--- src/rtl/wb_pkg.sv ---
// Shared Wishbone host definitions: bus widths, FSM states
// and the default read-back value for a bus timeout.
package wb_pkg;

    localparam int WB_DAT_W = 32;
    localparam int WB_SEL_W = 4;

    localparam logic [WB_DAT_W-1:0] WB_TIMEOUT_DATA = 32'hDEADBEEF;

    typedef enum logic [1:0] {
        ST_IDLE    = 2'd0,
        ST_BUS     = 2'd1,
        ST_CAPTURE = 2'd2,
        ST_RESP    = 2'd3
    } wb_state_e;

endpackage

--- src/rtl/wb_timeout_ctr.sv ---
// Saturating bus-cycle counter; flags the last permitted cycle
// so the host can abort without an extra cycle of latency.
module wb_timeout_ctr #(
    parameter int LIMIT = 16,
    localparam int CW = (LIMIT > 0) ? $clog2(LIMIT + 1) : 1
) (
    input  logic clk_i,
    input  logic rst_n_i,
    input  logic clr_i,
    input  logic en_i,
    output logic expired_o
);

    logic [CW-1:0] cnt_q;
    logic [CW-1:0] cnt_d;

    always_comb begin
        cnt_d = cnt_q;
        if (clr_i) begin
            cnt_d = '0;
        end else if (en_i && (cnt_q != '1)) begin
            cnt_d = cnt_q + CW'(1);
        end
    end

    always_ff @(posedge clk_i) begin
        if (!rst_n_i) begin
            cnt_q <= '0;
        end else begin
            cnt_q <= cnt_d;
        end
    end

    assign expired_o = (LIMIT != 0) && (cnt_q == CW'(LIMIT - 1));

endmodule

--- src/rtl/wb_host_master.sv ---
// Single-outstanding Wishbone classic initiator: one command in,
// one bus cycle, one response out, with a bounded ack wait.
module wb_host_master
    import wb_pkg::*;
#(
    parameter int TIMEOUT_CYCLES = 16,
    parameter int READ_DATA_DELAY = 0,
    parameter logic [WB_DAT_W-1:0] TIMEOUT_DATA = WB_TIMEOUT_DATA
) (
    input  logic                wb_clk_i,
    input  logic                wb_rst_n_i,
    input  logic                cmd_valid,
    output logic                cmd_ready,
    input  logic                cmd_we,
    input  logic [WB_DAT_W-1:0] cmd_adr,
    input  logic [WB_DAT_W-1:0] cmd_dat,
    input  logic [WB_SEL_W-1:0] cmd_sel,
    output logic                rsp_valid,
    input  logic                rsp_ready,
    output logic [WB_DAT_W-1:0] rsp_dat,
    output logic                rsp_err,
    output logic                wbm_cyc_o,
    output logic                wbm_stb_o,
    output logic                wbm_we_o,
    output logic [WB_SEL_W-1:0] wbm_sel_o,
    output logic [WB_DAT_W-1:0] wbm_adr_o,
    output logic [WB_DAT_W-1:0] wbm_dat_o,
    input  logic                wbm_ack_i,
    input  logic [WB_DAT_W-1:0] wbm_dat_i,
    output logic                busy
);

    wb_state_e state_q, state_d;

    logic                cyc_q, cyc_d;
    logic                we_q, we_d;
    logic [WB_SEL_W-1:0] sel_q, sel_d;
    logic [WB_DAT_W-1:0] adr_q, adr_d;
    logic [WB_DAT_W-1:0] dat_q, dat_d;
    logic                rv_q, rv_d;
    logic [WB_DAT_W-1:0] rdat_q, rdat_d;
    logic                rerr_q, rerr_d;

    logic accept;
    logic bus_ack;
    logic expired;

    assign cmd_ready = (state_q == ST_IDLE);
    assign busy      = (state_q != ST_IDLE);
    assign accept    = cmd_valid && cmd_ready;
    assign bus_ack   = (state_q == ST_BUS) && wbm_ack_i;

    wb_timeout_ctr #(
        .LIMIT(TIMEOUT_CYCLES)
    ) u_tmo (
        .clk_i    (wb_clk_i),
        .rst_n_i  (wb_rst_n_i),
        .clr_i    (accept),
        .en_i     ((state_q == ST_BUS) && !wbm_ack_i),
        .expired_o(expired)
    );

    always_ff @(posedge wb_clk_i) begin
        if (!wb_rst_n_i) begin
            state_q <= ST_IDLE;
        end else begin
            state_q <= state_d;
        end
    end

    always_comb begin
        state_d = state_q;
        unique case (state_q)
            ST_IDLE: begin
                if (cmd_valid) state_d = ST_BUS;
            end
            ST_BUS: begin
                if (wbm_ack_i) begin
                    if (!we_q && (READ_DATA_DELAY != 0)) begin
                        state_d = ST_CAPTURE;
                    end else begin
                        state_d = ST_RESP;
                    end
                end else if (expired) begin
                    state_d = ST_RESP;
                end
            end
            ST_CAPTURE: state_d = ST_RESP;
            ST_RESP: begin
                if (rsp_ready) state_d = ST_IDLE;
            end
            default: state_d = ST_IDLE;
        endcase
    end

    // Registered outputs are computed from the next state so that
    // cyc/stb and rsp_valid change exactly at the transition edge.
    always_comb begin
        we_d   = we_q;
        sel_d  = sel_q;
        adr_d  = adr_q;
        dat_d  = dat_q;
        rdat_d = rdat_q;
        rerr_d = rerr_q;
        if (accept) begin
            we_d  = cmd_we;
            sel_d = cmd_sel;
            adr_d = cmd_adr;
            dat_d = cmd_dat;
        end
        if (bus_ack) begin
            rdat_d = we_q ? '0 : wbm_dat_i;
            rerr_d = 1'b0;
        end else if ((state_q == ST_BUS) && expired) begin
            rdat_d = TIMEOUT_DATA;
            rerr_d = 1'b1;
        end
        if (state_q == ST_CAPTURE) begin
            rdat_d = wbm_dat_i;
            rerr_d = 1'b0;
        end
        cyc_d = (state_d == ST_BUS);
        rv_d  = (state_d == ST_RESP);
    end

    always_ff @(posedge wb_clk_i) begin
        if (!wb_rst_n_i) begin
            cyc_q  <= 1'b0;
            we_q   <= 1'b0;
            sel_q  <= '0;
            adr_q  <= '0;
            dat_q  <= '0;
            rv_q   <= 1'b0;
            rdat_q <= '0;
            rerr_q <= 1'b0;
        end else begin
            cyc_q  <= cyc_d;
            we_q   <= we_d;
            sel_q  <= sel_d;
            adr_q  <= adr_d;
            dat_q  <= dat_d;
            rv_q   <= rv_d;
            rdat_q <= rdat_d;
            rerr_q <= rerr_d;
        end
    end

    assign wbm_cyc_o = cyc_q;
    assign wbm_stb_o = cyc_q;
    assign wbm_we_o  = we_q;
    assign wbm_sel_o = sel_q;
    assign wbm_adr_o = adr_q;
    assign wbm_dat_o = dat_q;
    assign rsp_valid = rv_q;
    assign rsp_dat   = rdat_q;
    assign rsp_err   = rerr_q;

endmodule

--- config.mk ---
export PLATFORM = sky130hd
export DESIGN_NAME = wb_host_master
export DESIGN_NICKNAME = d
export VERILOG_FILES = /design/src/rtl/wb_pkg.sv /design/src/rtl/wb_timeout_ctr.sv /design/src/rtl/wb_host_master.sv
export SDC_FILE = /design/constraint.sdc
export NUM_CORES = 1
export LEC_CHECK = 0
export CORE_ASPECT_RATIO = 1.2
export CORE_MARGIN = 2
export CORE_UTILIZATION = 30
export DETAILED_ROUTE_END_ITERATION = 16
export PLACE_DENSITY_LB_ADDON = 0.3
export SYNTH_ARGS = -nofsm -noshare
export SYNTH_HDL_FRONTEND = slang
export SYNTH_SLANG_ARGS = --single-unit
--- constraint.sdc ---
create_clock -name wb_clk_i -period 1.9 [get_ports wb_clk_i]
set_input_delay 0.38 -clock wb_clk_i [delete_from_list [all_inputs] [get_ports wb_clk_i]]
set_output_delay 0.38 -clock wb_clk_i [all_outputs]
set_load 0.02 [all_outputs]
==> results.ini <==
[status]
outcome=completed

[worst_setup_path]
path_cells=ha_4, and3_4, ha_4, or4b_4, or3_1, a21oi_1
worstSetupPathType=flip-flop to flip-flop
startpoint=u_tmo.cnt_q[1]
crit_path_frequent_cell=ha_4
crit_arrival_ns=2.17
cp-start-kind=flip-flop
r2r_cells=6
critical_path.top_delay_family=simple AND/OR/NAND/NOR gates
r2r_start=u_tmo.cnt_q[1]
crit_required_ns=2.18
end_kind=flip-flop
max_stage_delay_ns=0.53
crit_slowest_cell=or4b_4
r2r_setup_slack_ns=0.01
r2r-end=u_tmo.cnt_q[3]
worstPathMaxFanout=4
crit_buf_inv=0

[clocking]
cts_buffers=9
cts_hold_buf=0
path_clk_slew_ns=0.07
cts_buffer_depth=2
cts_sinks=111
cts_tree=yes
clockRootBuffer=clkbuf_16
ctsHtreeMaxLevel=3
clkLatencyLatePin_ns=0.35

[yosys]
synth-edff-count=0
syn_area_mm2=0.004090
yosys.area.top_type_share_pct=54.33
syn_nets=563
netlist_top_cells_count=141 x nand2_1, 111 x dfxtp_1, 69 x a21boi_0, 30 x nor2_1, 27 x clkbuf_1
synth.ff_latch_count=111
synthDominantAreaCellType=dfxtp_1
ys_types=33
synthTopCellsByArea=dfxtp_1 54%, nand2_1 13%, a21boi_0 13%
synth_most_common_cell=nand2_1
synth_flop_cell=dfxtp_1
avgSynthCellArea_um2=9.009
yosysSeqAreaShare_pct=54.33
yosysWarnings=0
async_reset_ff_share_pct=0
synthCells=454

[global_routing]
antenna_found_initial=1
grtUsageTotal_pct=15.75
grt_max_degree=75
grt_first_pass_wirelength_mm=18.80
grt_pass1_vias=3836
overflow=0

[final_layout]
finalNetCount=770
syn_to_final_growth_pct=67.39
final_cell_area_mm2=0.006847
drive_gt1_share_pct=6.907
final_cells=835
final_util_pct=51.50

[placed_design]
io_buffers=212
dp_cells=817
dpl_cell_area_mm2=0.006470
post-dp-hpwl_mm=8.406
place_congestion=0.7712

[worst_hold_path]
worstHoldPathType=flip-flop to flip-flop
hold_depth=2
worst_hold_startpoint=wbm_dat_o[26]
min_to=wbm_dat_o[26]

[drt]
route.detailed.drc=0
wl_mm=11.54
wl_per_cell_um=13.82
drt_iter0_drc=156
via_per_inst=4.535
dr.pass1.iters=4
vias=3787
drt.antenna.violating_nets=0

[power]
p_clk_share_pct=36.1
combPwrFrac_pct=19.6
fin_total_pwr_mw=5.764
p_sw_share_pct=25.28
power_switching_mw=1.457
p_int_mw=4.307
irDropWorstVdd_mv=0.4729
p_per_area_mw_per_mm2=841.9
p_leak_nw=2.467
seq_power_share_pct=44.3

[die]
pin_count=213
core_mm2=0.01330
die_w_um=110.6
rows=46
die-area_mm2=0.01459
initial_core_util_pct=30.76
die_h_um=131.9

[sta]
period_needed_ns=1.888
slew_headroom_pct=70.14
final_hold_viol_count=0
rsz0062_at_grt=yes
fmax_ghz=0.5295
fin_crit_sh_pct=99.39
setup_viol=0
skew_ns=0.005567
worstMarginPinSlew_ns=0.4479
final_max_slew_viol_count=0

[run]
drv_cap=0

==> power groups by stage <==
stage	Clock [mW]	Combinational, mW	Sequential [mW]
3_3_place_gp	0	1.13	2.60
3_5_place_dp	0	1.14	2.60
5_1_grt	2.22	1.22	2.57
4_1_cts	2.14	1.15	2.55
6_report	2.08	1.13	2.55
2_1_floorplan	0	0.321	2.78
==> flip-flops by register name (all words and copies together), names as in the netlist <==
signal	flops
wbm_adr_o	32
wbm_dat_o	32
wbm_we_o	1
rsp_valid	1
u_tmo.cnt_q	5
wbm_sel_o	4
wbm_cyc_o	1
state_q	2
rsp_err	1
rsp_dat	32
==> cell type report <==
class | instances | area [um2]
Inverter | 4 | 15.01
Timing Repair Buffer | 230 | 2312
Sequential cell | 111 | 2223
Antenna cell | 1 | 2.502
Clock inverter | 5 | 80.08
Clock buffer | 11 | 252.7
Tap cell | 168 | 210.2
Fill cell | 1228 | 6449
Multi-Input combinational cell | 305 | 1750
==> per-layer routing <==
layer  routed length (um)  global-route usage, %  share of wire, %
met5                    0                      0                 0
met4                  197                  6.319               1.7
met3                 1153                  6.391                10
met2                 5539                  27.16                48
met1                 4653                  17.21                40
==> cells in the final DEF, fill, tap and decap left out, drive strengths merged, types with 3 or more instances in the layout <==
| cell type | count |
|---|---|
| buf | 19 |
| o2bb2ai | 24 |
| ha | 3 |
| clkdlybuf4s50 | 209 |
| dfxtp | 111 |
| a21boi | 71 |
| a21oi | 3 |
| a22o | 8 |
| nor2 | 30 |
| inv | 4 |
| nand2 | 141 |
| clkbuf | 11 |
==> worst max path at each step <==
stage,endpoint,slack [ns],cells after the start
5_1_grt,u_tmo.cnt_q[2],-0.01,6
2_1_floorplan,u_tmo.cnt_q[3],0.005,6
6_report,u_tmo.cnt_q[3],0.01,6
3_5_place_dp,rsp_dat[5],-0.15,7
3_3_place_gp,wbm_dat_o[15],-0.03,5
4_1_cts,u_tmo.cnt_q[2],0.005,6
==> cell families (layout without fill, tap and decap cells) <==
logic type / after synthesis / after routing / synth area share (%)
compound gates: 114 / 114 / 21.72
xor+xnor: 1 / 1 / 0.2142
fa+ha+maj: 3 / 3 / 0.9178
buf+inv: 38 / 250 / 3.977
flops: 111 / 111 / 54.33
mux: 1 / 1 / 0.2447
other cells: 0 / 1 / 0
simple gates: 186 / 186 / 18.60
==> worst reg2reg max path: cells and delay by family, from the launching register on <==
family,cells,cell delay (ns)
adders and majority gates,2,0.31
DFF,1,0.34
AOI/OAI and AO/OA,1,0.13
and+or+nand+nor,3,1.03
==> what timing repair did <==
item / CTS / global route
pin swaps: 4 / 0
buffers inserted: 1 / 0
setup endpoints to repair: 29 / 2
resized for setup: 8 / 3
==> stage by stage <==
step                 TNS, ns  setup slack [ns]  hold WS [ns]
floorplan                  0          0.004952        0.4536
global placement      -1.269          -0.02649        0.4426
detailed placement    -5.418           -0.1496        0.4440
CTS                        0          0.004855        0.4543
global route        -0.02072          -0.01113        0.4771
finish                     0           0.01160        0.4510
Power figures use the tool's default switching activity.
